`src/rtl/fifo_rd_framer_pkg.sv`:
```
// Shared types for the FIFO read-side framer: word width, FSM states, output beat payload.
package fifo_rd_framer_pkg;

   localparam int unsigned DW          = 16;
   localparam int unsigned FRAME_CNT_W = 16;

   typedef enum logic [1:0] {
      IDLE = 2'd0,
      DATA = 2'd1,
      CSUM = 2'd2
   } state_t;

   typedef struct packed {
      logic [DW-1:0] data;
      logic          sop;
      logic          eop;
   } beat_t;

endpackage

```
`src/rtl/fifo_rd_framer_skid_buf2.sv`:
```
// Two-entry in-order buffer; head is the oldest entry, push and pop may coincide.
module fifo_rd_framer_skid_buf2
   import fifo_rd_framer_pkg::*;
(
   input  logic          clk,
   input  logic          rst,
   input  logic          push,
   input  logic          pop,
   input  logic [DW-1:0] din,
   output logic [1:0]    occ,
   output logic [DW-1:0] head
);

   logic [DW-1:0] mem0;
   logic [DW-1:0] mem1;
   logic          pop_ok;

   assign pop_ok = pop && (occ != 2'd0);
   assign head   = mem0;

   always_ff @(posedge clk or posedge rst) begin
      if (rst) begin
         occ  <= 2'd0;
         mem0 <= '0;
         mem1 <= '0;
      end else begin
         case ({push, pop_ok})
            2'b10: begin
               if (occ == 2'd0) begin
                  mem0 <= din;
                  occ  <= 2'd1;
               end else if (occ == 2'd1) begin
                  mem1 <= din;
                  occ  <= 2'd2;
               end
            end
            2'b01: begin
               mem0 <= mem1;
               occ  <= occ - 2'd1;
            end
            2'b11: begin
               // occupancy unchanged; the new word lands behind whatever stays
               if (occ == 2'd1) begin
                  mem0 <= din;
               end else begin
                  mem0 <= mem1;
                  mem1 <= din;
               end
            end
            default: ;
         endcase
      end
   end

endmodule

```
`src/rtl/fifo_rd_framer.sv`:
```
// Pops words from the async FIFO read port and emits frames of up to BURST_LEN words
// followed by a wrap-around checksum beat; partial frames close after an idle timeout.
module fifo_rd_framer
   import fifo_rd_framer_pkg::*;
#(
   parameter int unsigned BURST_LEN = 8,
   parameter int unsigned TIMEOUT   = 64
) (
   input  logic                   clk_rd,
   input  logic                   rst_r,
   input  logic                   fifo_empty,
   output logic                   fifo_re,
   input  logic [DW-1:0]          fifo_dout,
   output logic                   m_valid,
   input  logic                   m_ready,
   output logic [DW-1:0]          m_data,
   output logic                   m_sop,
   output logic                   m_eop,
   output logic [FRAME_CNT_W-1:0] frame_cnt
);

   localparam int unsigned CW = $clog2(BURST_LEN + 1);
   localparam int unsigned IW = $clog2(TIMEOUT + 1);

   state_t        state;
   state_t        state_nx;
   beat_t         beat;
   logic          valid;
   logic [CW-1:0] rd_cnt;
   logic [CW-1:0] wd_cnt;
   logic [IW-1:0] idle_cnt;
   logic [DW-1:0] csum;
   logic          inflight;
   logic [1:0]    occ;
   logic [DW-1:0] head;
   logic          pop;
   logic          idle;
   logic          csum_done;
   logic [2:0]    credit_used;

   fifo_rd_framer_skid_buf2 u_buf (
      .clk  (clk_rd),
      .rst  (rst_r),
      .push (inflight),
      .pop  (pop),
      .din  (fifo_dout),
      .occ  (occ),
      .head (head)
   );

   assign pop         = (state == DATA) && (occ != 2'd0) && m_ready;
   assign csum_done   = (state == CSUM) && m_ready;
   assign idle        = (occ == 2'd0) && !inflight && fifo_empty;
   assign credit_used = 3'(occ) + 3'(inflight) - 3'(pop);

   // Read credit: never more than two words held or in flight after this cycle.
   assign fifo_re = !rst_r && !fifo_empty && (state != CSUM) &&
                    (rd_cnt < CW'(BURST_LEN)) && (credit_used < 3'd2);

   always_ff @(posedge clk_rd or posedge rst_r) begin
      if (rst_r) begin
         state <= IDLE;
      end else begin
         state <= state_nx;
      end
   end

   always_comb begin
      state_nx  = state;
      valid     = 1'b0;
      beat      = '0;
      beat.data = head;
      case (state)
         IDLE: begin
            if (occ != 2'd0) begin
               state_nx = DATA;
            end
         end
         DATA: begin
            valid    = (occ != 2'd0);
            beat.sop = valid && (wd_cnt == '0);
            if (pop && (wd_cnt == CW'(BURST_LEN - 1))) begin
               state_nx = CSUM;
            end else if ((idle_cnt == IW'(TIMEOUT)) && (wd_cnt != '0)) begin
               state_nx = CSUM;
            end
         end
         CSUM: begin
            valid     = 1'b1;
            beat.data = csum;
            beat.eop  = 1'b1;
            if (m_ready) begin
               state_nx = IDLE;
            end
         end
         default: state_nx = IDLE;
      endcase
   end

   assign m_valid = valid;
   assign m_data  = beat.data;
   assign m_sop   = beat.sop;
   assign m_eop   = beat.eop;

   // Frame counters, checksum and the one-cycle read-latency tracker.
   always_ff @(posedge clk_rd or posedge rst_r) begin
      if (rst_r) begin
         inflight  <= 1'b0;
         rd_cnt    <= '0;
         wd_cnt    <= '0;
         idle_cnt  <= '0;
         csum      <= '0;
         frame_cnt <= '0;
      end else begin
         inflight <= fifo_re;
         if (fifo_re) begin
            rd_cnt <= rd_cnt + CW'(1);
         end
         if (pop) begin
            wd_cnt <= wd_cnt + CW'(1);
            csum   <= csum + head;
         end
         if (!idle) begin
            idle_cnt <= '0;
         end else if (idle_cnt != IW'(TIMEOUT)) begin
            idle_cnt <= idle_cnt + IW'(1);
         end
         if (csum_done) begin
            frame_cnt <= frame_cnt + FRAME_CNT_W'(1);
            csum      <= '0;
            wd_cnt    <= '0;
            rd_cnt    <= '0;
            idle_cnt  <= '0;
         end
      end
   end

endmodule
```
`config.mk`:
```
export PLATFORM = sky130hd
export DESIGN_NAME = fifo_rd_framer
export DESIGN_NICKNAME = d
export VERILOG_FILES = /design/src/rtl/fifo_rd_framer_pkg.sv /design/src/rtl/fifo_rd_framer_skid_buf2.sv /design/src/rtl/fifo_rd_framer.sv
export SDC_FILE = /design/constraint.sdc
export NUM_CORES = 1
export LEC_CHECK = 0
export ABC_AREA = 1
export CORE_AREA = 10 10 105 107
export CTS_CLUSTER_SIZE = 28
export DETAILED_ROUTE_END_ITERATION = 8
export DIE_AREA = 0 0 115 117
export GPL_TIMING_DRIVEN = 0
export PLACE_DENSITY = 0.84
export SLEW_MARGIN = 40
export SYNTH_ARGS = -nofsm -noshare
export SYNTH_HDL_FRONTEND = slang
export SYNTH_SLANG_ARGS = --single-unit
```
`constraint.sdc`:
```
create_clock -name clk_rd -period 18.1 [get_ports clk_rd]
set_input_delay 5.43 -clock clk_rd [delete_from_list [all_inputs] [get_ports clk_rd]]
set_output_delay 5.43 -clock clk_rd [all_outputs]
set_load 0.02 [all_outputs]
```
==> run metrics, run 1 <==
run status=finished, final reports clean; Detailed Place HPWL=around 11,000 µm; final net count=856; CP startpoint kind=input pin; number of synthesized flops with an enable pin=0; vias in the first global route=roughly 5,000; worst-margin pin slew=about 510 ps; Comb pwr share=~57%; # IOs=56; critical path's top delay family=buffers and inverters; Place WS=4586 ps; Mapped Area=between 5000 and 6000 µm²; DRC=0; CTS tree=done; Antenna Diode Count=0; Pint=0.5138 mW; FF-to-FF Start=u_buf.occ[0]$_DFFE_PP0P_; Inserted Clock Buffers=9; clk_lat worst skew=about 360 ps; layout cell share with drive strength beyond 1=between 5 and 6%; post-synth top area share=38.71%; largest net degree at the start of global routing=56; Synth Area in Adders=between 7 and 8%; Root Driver=clkbuf_8; worst hold margin=470.1 ps; Core Box Area=about 9000 µm²; RSZ-0062 raised after global routing=false; final setup vio count=0; top cells by area, synth=dfrtp_1 39%, nand2_1 14%, inv_1 7.7%; count leader, synth=nand2_1; register area share after synthesis=38.71%; fraction of the mapped netlist area in simple logic gates=between 20 and 25%; first-pass GRT wire length=approximately 24,000 µm; VDD IR-drop max=around 76 µV; CTS Sinks=84; Final Core Density=between 70% and 80%; register bit total from synthesis=84; GPL Wtd Cong=around 0.9; worst reg2reg path depth=14; fin. max-slew vios=0; xor and xnor fraction of the mapped netlist area=under 10%; routed vias/inst=roughly 5.6; crit path buf inv count=3; max_cap viols=0; reg2reg setup slack=15,260 ps; area leader, netlist=dfrtp_1; P_leak=about 3.2 nW; Fmax=about 74 MHz; Slowest-stage cell, CP=clkdlybuf4s50_1; Worst R2R End=u_buf.head[11]$_DFFE_PP0P_; PortBufs=55; top post-synthesis cells by count=203 x nand2_1, 111 x inv_1, 84 x dfrtp_1, 82 x o21ai_0, 46 x nor2_1; Hold WC Path Type=reg -> reg; Total Wirelength=13,870 µm; Cells after Synth=737; WHS Endpoint=wd_cnt[3]$_DFFE_PP0P_; fin crit period=13,520 ps; Hold Buf Count CTS=0; final worst path period share=approximately three quarters; syn avg cell area=approximately 7.4 µm²; GRT Total Usage=21.13%; grt total ovfl=0; Clock Path Buffers=2; Flop pwr share=a little under a third; hold-critical path depth=1; biggest cell delay along the critical path=720 ps; drt pass-1 iters=5; switch share=just under 50%; clock slew at reported path FFs=~100 ps; Antenna Nets Post-Route=0; die outline height=117 µm; dominant synthesized flop cell=dfrtp_1; Hold Crit Start=wd_cnt[3]$_DFFE_PP0P_; Switch Pwr=approximately 0.48 mW; Setup Crit Path Kind=in -> out; mux cell area share after synthesis=0%; crit path DAT=just over 8000 ps; Area growth syn-to-layout=16.43%; WL per Instance=15.09 µm; # Post-CTS Setup Buffers=0; CP Capture Type=output port; die footprint=13,460 µm²; Synth Area in Compound Gates=approximately 16%; PwrDens=~160 nW/µm²; final setup margin=between 4000 and 5000 ps; YS warnings=0; Cell Rows=35; initial antenna violation count=0; Netlist cell types=39; Vias=5,129; Starting Density=approximately 60%; largest family of logic cells by synthesized area=simple AND/OR/NAND/NOR gates; number of DRC markers in iteration 0=356; worst path cell trace=clkdlybuf4s50_1 > nand3_4 > inv_1 > nand2_1 > nand3_1 > fa_1 > nand3_1 > nor3_2 > clkdlybuf4s50_1; die width=between 100 and 150 µm; Req. time, crit path=12,670 ps; post-CTS resize count=0; crit path max fanout=10; Async SR Flop Fraction=100.0%; Clk pwr share=between 10% and 20%; TNS Setup=0 ps; Setup Skew=~12 ps; Fillers=slightly above 700; headroom to the max-slew limit=around 66%; Syn Nets=~790; Final Hold Viols=0; H-Tree Depth=3
registers in the layout, summed over array words and instances (netlist names):
register    cells
csum           16
frame_cnt      16
u_buf.head     16
u_buf.mem1     16
idle_cnt        7
rd_cnt          4
wd_cnt          4
state           2
u_buf.occ       2
inflight        1
cells by family after synthesis:
logic type | count (synthesis)
adder cells (fa/ha/maj) | 32
XOR/XNOR | 18
flip-flops | 84
AND/OR/NAND/NOR | 311
AO/OA/AOI/OAI | 153
buffers and inverters | 139
cell usage in the layout, fill, tap and decap left out, drive strengths merged, types with 2 or more instances in the layout:
cell | netlist | routed
nand3b | 3 | 3
clkdlybuf4s50 | 0 | 55
buf | 13 | 14
a22oi | 12 | 12
nor4 | 2 | 2
o21ai | 83 | 83
a21oi | 31 | 31
xor2 | 12 | 12
inv | 115 | 118
dfrtp | 84 | 84
xnor2 | 6 | 6
ha | 30 | 30
clkbuf | 11 | 20
nand3 | 31 | 31
clkinvlp | 0 | 2
nand2 | 205 | 205
nor2 | 51 | 51
a22o | 3 | 3
nor3 | 12 | 12
o22ai | 4 | 4
fa | 2 | 2
o211ai | 16 | 16
nand4 | 4 | 4
power groups by stage:
stage	Sequential, mW	Clock [mW]	Combinational [mW]
after global placement	0.303	0	0.531
final	0.305	0.125	0.564
after detailed placement	0.307	0	0.558
after global routing	0.312	0.134	0.638
after floorplan	0.297	0	0.386
after CTS	0.303	0.126	0.561
stage by stage:
| step | total power, mW | area, µm² | std cells |
|---|---|---|---|
| after floorplan | 0.6834 | 5430 | 737 |
| after global placement | 0.8337 | 6120 | 903 |
| after global routing | 1.085 | 6322 | 919 |
| after CTS | 0.9901 | 6322 | 919 |
| final | 0.9943 | 6322 | 919 |
| after detailed placement | 0.8646 | 6152 | 904 |
how the worst max path moves through the flow:
stage | startpoint | to | cells past startpoint
floorplan | rst_r | fifo_re | 3
finish | m_ready | fifo_re | 9
global placement | rst_r | fifo_re | 5
CTS | m_ready | fifo_re | 9
detailed placement | m_ready | fifo_re | 9
global route | m_ready | fifo_re | 9
final cells by class:
cell class	instances	area, µm²	share of cell area [%]
Buffer	24	121.4	1.920
Clock buffer	9	123.9	1.959
Clock inverter	6	46.29	0.7322
Inverter	115	436.7	6.907
Multi-Input combinational cell	514	2775	43.89
Sequential cell	84	2102	33.25
Tap cell	111	138.9	2.197
Timing Repair Buffer	56	578.1	9.143
routing by layer:
layer  vias to the layer above  GRT usage (%)  routed length [µm]
met3                        18          4.281                 955
met4                         0          5.198                 122
met5                         -              0                   0
met2                       185          35.29                6756
met1                      2420          27.44                6033
li1                       2506              -                   -
Note: power is estimated with default switching activity, not from simulation.
==> run 2, diff against run 1 <==
Settings changed: CORE_AREA 10 10 105 107 to 10 10 108 110, DIE_AREA 0 0 115 117 to 0 0 118 120, PLACE_DENSITY 0.84 to 0.79.
Clock period 18.1 ns to 13.46 ns, I/O delays scaled along.
==> run 2 against run 1 <==
Utilization down 3.2 points. Non-clock buffer count is the same. Sequential power up 35%. Critical path depth unchanged. Design area increased by 0.99%. Clock skew decreased by 3.2 ps. Critical path type unchanged. Hold slack better by 6.3 ps. Largest power group unchanged. Die area up 5.2%. Global-route usage down 1.5 points. Cell count up 2.4%. Register-to-register slack got worse by 4700 ps. Sequential share of layout area down 0.33 points.
==> run metrics, run 2 (synthesized netlist as in run 1, its figures left out) <==
Antenna Nets Post-Route=0 (unchanged); CTS Sinks=84 (unchanged); Detailed Place HPWL=10,360 µm (was 10,600 µm); routed vias/inst=5.401 (was 5.581); hold-critical path depth=1 (unchanged); drt pass-1 iters=5 (unchanged); GPL Wtd Cong=0.9065 (was 0.8943); Place WS=2654 ps (was 4586 ps); Starting Density=56.87% (was 60.19%); total power=1.364 mW (was 0.9943 mW); max_cap viols=0 (unchanged); WL per Instance=14.60 µm (was 15.09 µm); Setup Crit Path Kind=in -> out (unchanged); run status=finished, final reports clean (unchanged); Hold Buf Count CTS=0 (unchanged); Clk pwr share=14.4% (was 12.5%); Antenna Diode Count=0 (unchanged); biggest cell delay along the critical path=730 ps (was 720 ps); Core Box Area=9549 µm² (was 9021 µm²); final worst path period share=around four fifths; Switch Pwr=0.6384 mW (was 0.4805 mW); vias in the first global route=5,018 (was 5,104); RSZ-0062 raised after global routing=false (unchanged); fin crit period=around 11,000 ps; grt total ovfl=0 (unchanged); # Post-CTS Setup Buffers=0 (unchanged); Clock Path Buffers=2 (unchanged); final setup vio count=0 (unchanged); clk_lat worst skew=370 ps (was 360 ps); largest net degree at the start of global routing=60 (was 56); post-route cell area=6385 µm² (was 6322 µm²); die footprint=14,160 µm² (was 13,460 µm²); Post-Layout Cell Count=941 (was 919); CTS tree=done (unchanged); post-CTS resize count=0 (unchanged); Comb pwr share=55.5% (was 56.8%); Fmax=slightly above 90 MHz; Pint=0.7259 mW (was 0.5138 mW); TNS Setup=0 ps (unchanged); final setup margin=2647 ps (was 4579 ps); CP Capture Type=output port (unchanged); CP startpoint kind=input pin (unchanged); switch share=46.79% (was 48.33%); area occupied by multi-input gates=2775 µm² (unchanged); PortBufs=55 (unchanged); DRC=0 (unchanged); Total Wirelength=13,740 µm (was 13,870 µm); GRT Total Usage=19.61% (was 21.13%); Post-DP Area=6180 µm² (was 6152 µm²); worst path cell trace=clkdlybuf4s50_1 > nand3_4 > inv_1 > nand2_1 > nand3_1 > fa_1 > nand3_1 > nor3_2 > clkdlybuf4s50_1 (unchanged); PwrDens=213.7 nW/µm² (was 157.3 nW/µm²); fin. max-slew vios=0 (unchanged); worst-margin pin slew=544.8 ps (was 513.7 ps); Fillers=825 (was 726); highest-count cells in the layout ignoring fill and taps=203 x nand2_1, 110 x inv_1, 84 x dfrtp_1 (unchanged); register area=2102 µm² (unchanged); VDD IR-drop max=86.46 µV (was 76.49 µV); crit path max fanout=10 (unchanged); initial antenna violation count=0 (unchanged); Final Core Density=66.86% (was 70.08%); P_leak=3.237 nW (was 3.217 nW); Area growth syn-to-layout=17.58% (was 16.43%); Root Driver=clkbuf_8 (unchanged); Final Hold Viols=0 (unchanged); first-pass GRT wire length=23,550 µm (was 23,630 µm); most common cell after layout, fill and taps aside=nand2_1 (unchanged); clock slew at reported path FFs=90 ps (was 100 ps); Hold WC Path Type=reg -> reg (unchanged); Inserted Clock Buffers=9 (unchanged); final net count=856 (unchanged); die outline height=120 µm (was 117 µm); # IOs=56 (unchanged); Slowest-stage cell, CP=clkdlybuf4s50_1 (unchanged); number of DRC markers in iteration 0=287 (was 356); headroom to the max-slew limit=63.48% (was 65.76%); Vias=5,082 (was 5,129); worst hold margin=476.4 ps (was 470.1 ps); Cell Rows=36 (was 35); Setup Skew=9.139 ps (was 12.36 ps); worst reg2reg path depth=14 (unchanged); die width=118 µm (was 115 µm); Flop pwr share=30.1% (was 30.7%); H-Tree Depth=3 (unchanged); layout cell share with drive strength beyond 1=5.817% (was 5.941%); crit path DAT=6780 ps (was 8090 ps); Req. time, crit path=9420 ps (was 12,670 ps); placed cells=926 (was 904)
run 2: cell type report:
class                           instances  share of cell area [%]
Inverter                              115                   6.839
Sequential cell                        84                   32.92
Timing Repair Buffer                   56                   9.053
Tap cell                              133                   2.606
Buffer                                 24                   1.901
Clock inverter                          5                   1.215
Clock buffer                           10                   1.999
Multi-Input combinational cell        514                   43.46
run 2: critical path: cells and delay by family:
| kind | cells | cell delay [ps] |
|---|---|---|
| fa+ha+maj | 1 | 500 |
| buf+inv | 3 | 1340 |
| simple gates | 5 | 880 |
run 2: power groups by stage:
stage | Combinational [mW] | Clock, mW | Sequential (mW)
2_1_floorplan | 0.519 | 0 | 0.400
3_3_place_gp | 0.717 | 0 | 0.409
3_5_place_dp | 0.746 | 0 | 0.414
4_1_cts | 0.752 | 0.199 | 0.409
5_1_grt | 0.853 | 0.208 | 0.421
6_report | 0.757 | 0.196 | 0.411
run 2: worst paths after layout:
| path | start | end | slack, ps |
|---|---|---|---|
| max | m_ready | fifo_re | 2650 |
| min | wd_cnt[3]$_DFFE_PP0P_ | wd_cnt[3]$_DFFE_PP0P_ | 480 |
| max reg2reg | u_buf.occ[0]$_DFFE_PP0P_ | u_buf.head[2]$_DFFE_PP0P_ | 10560 |
| min reg2reg | wd_cnt[3]$_DFFE_PP0P_ | wd_cnt[3]$_DFFE_PP0P_ | 480 |
| max in group asynchronous | rst_r | u_buf.mem1[15]$_DFFE_PP0P_ | 8880 |
| min in group asynchronous | rst_r | csum[13]$_DFFE_PP0P_ | 4010 |
run 2: layer usage:
metal,vias to the layer above,share of wire [%],GRT usage (%)
li1,2501,-,-
met3,21,4.9,2.672
met5,-,0,0
met2,152,47,31.79
met1,2408,46,25.83
met4,0,1.7,8.346
==> run 3, diff against run 2 <==
Clock period 13.46 ns to 10.4 ns, I/O delays scaled along.
==> results of run 3 <==
Same layout as run 2 (identical final DEF). Status: finished, final reports clean.
Main changes from that run: setup slack after placement 2654 ps -> 1430 ps; setup slack after layout 2647 ps -> 1423 ps; register-to-register setup slack 10560 ps -> 7500 ps; total power 1.364 mW -> 1.766 mW; worst IR drop on VDD 86.46 µV -> 111.9 µV
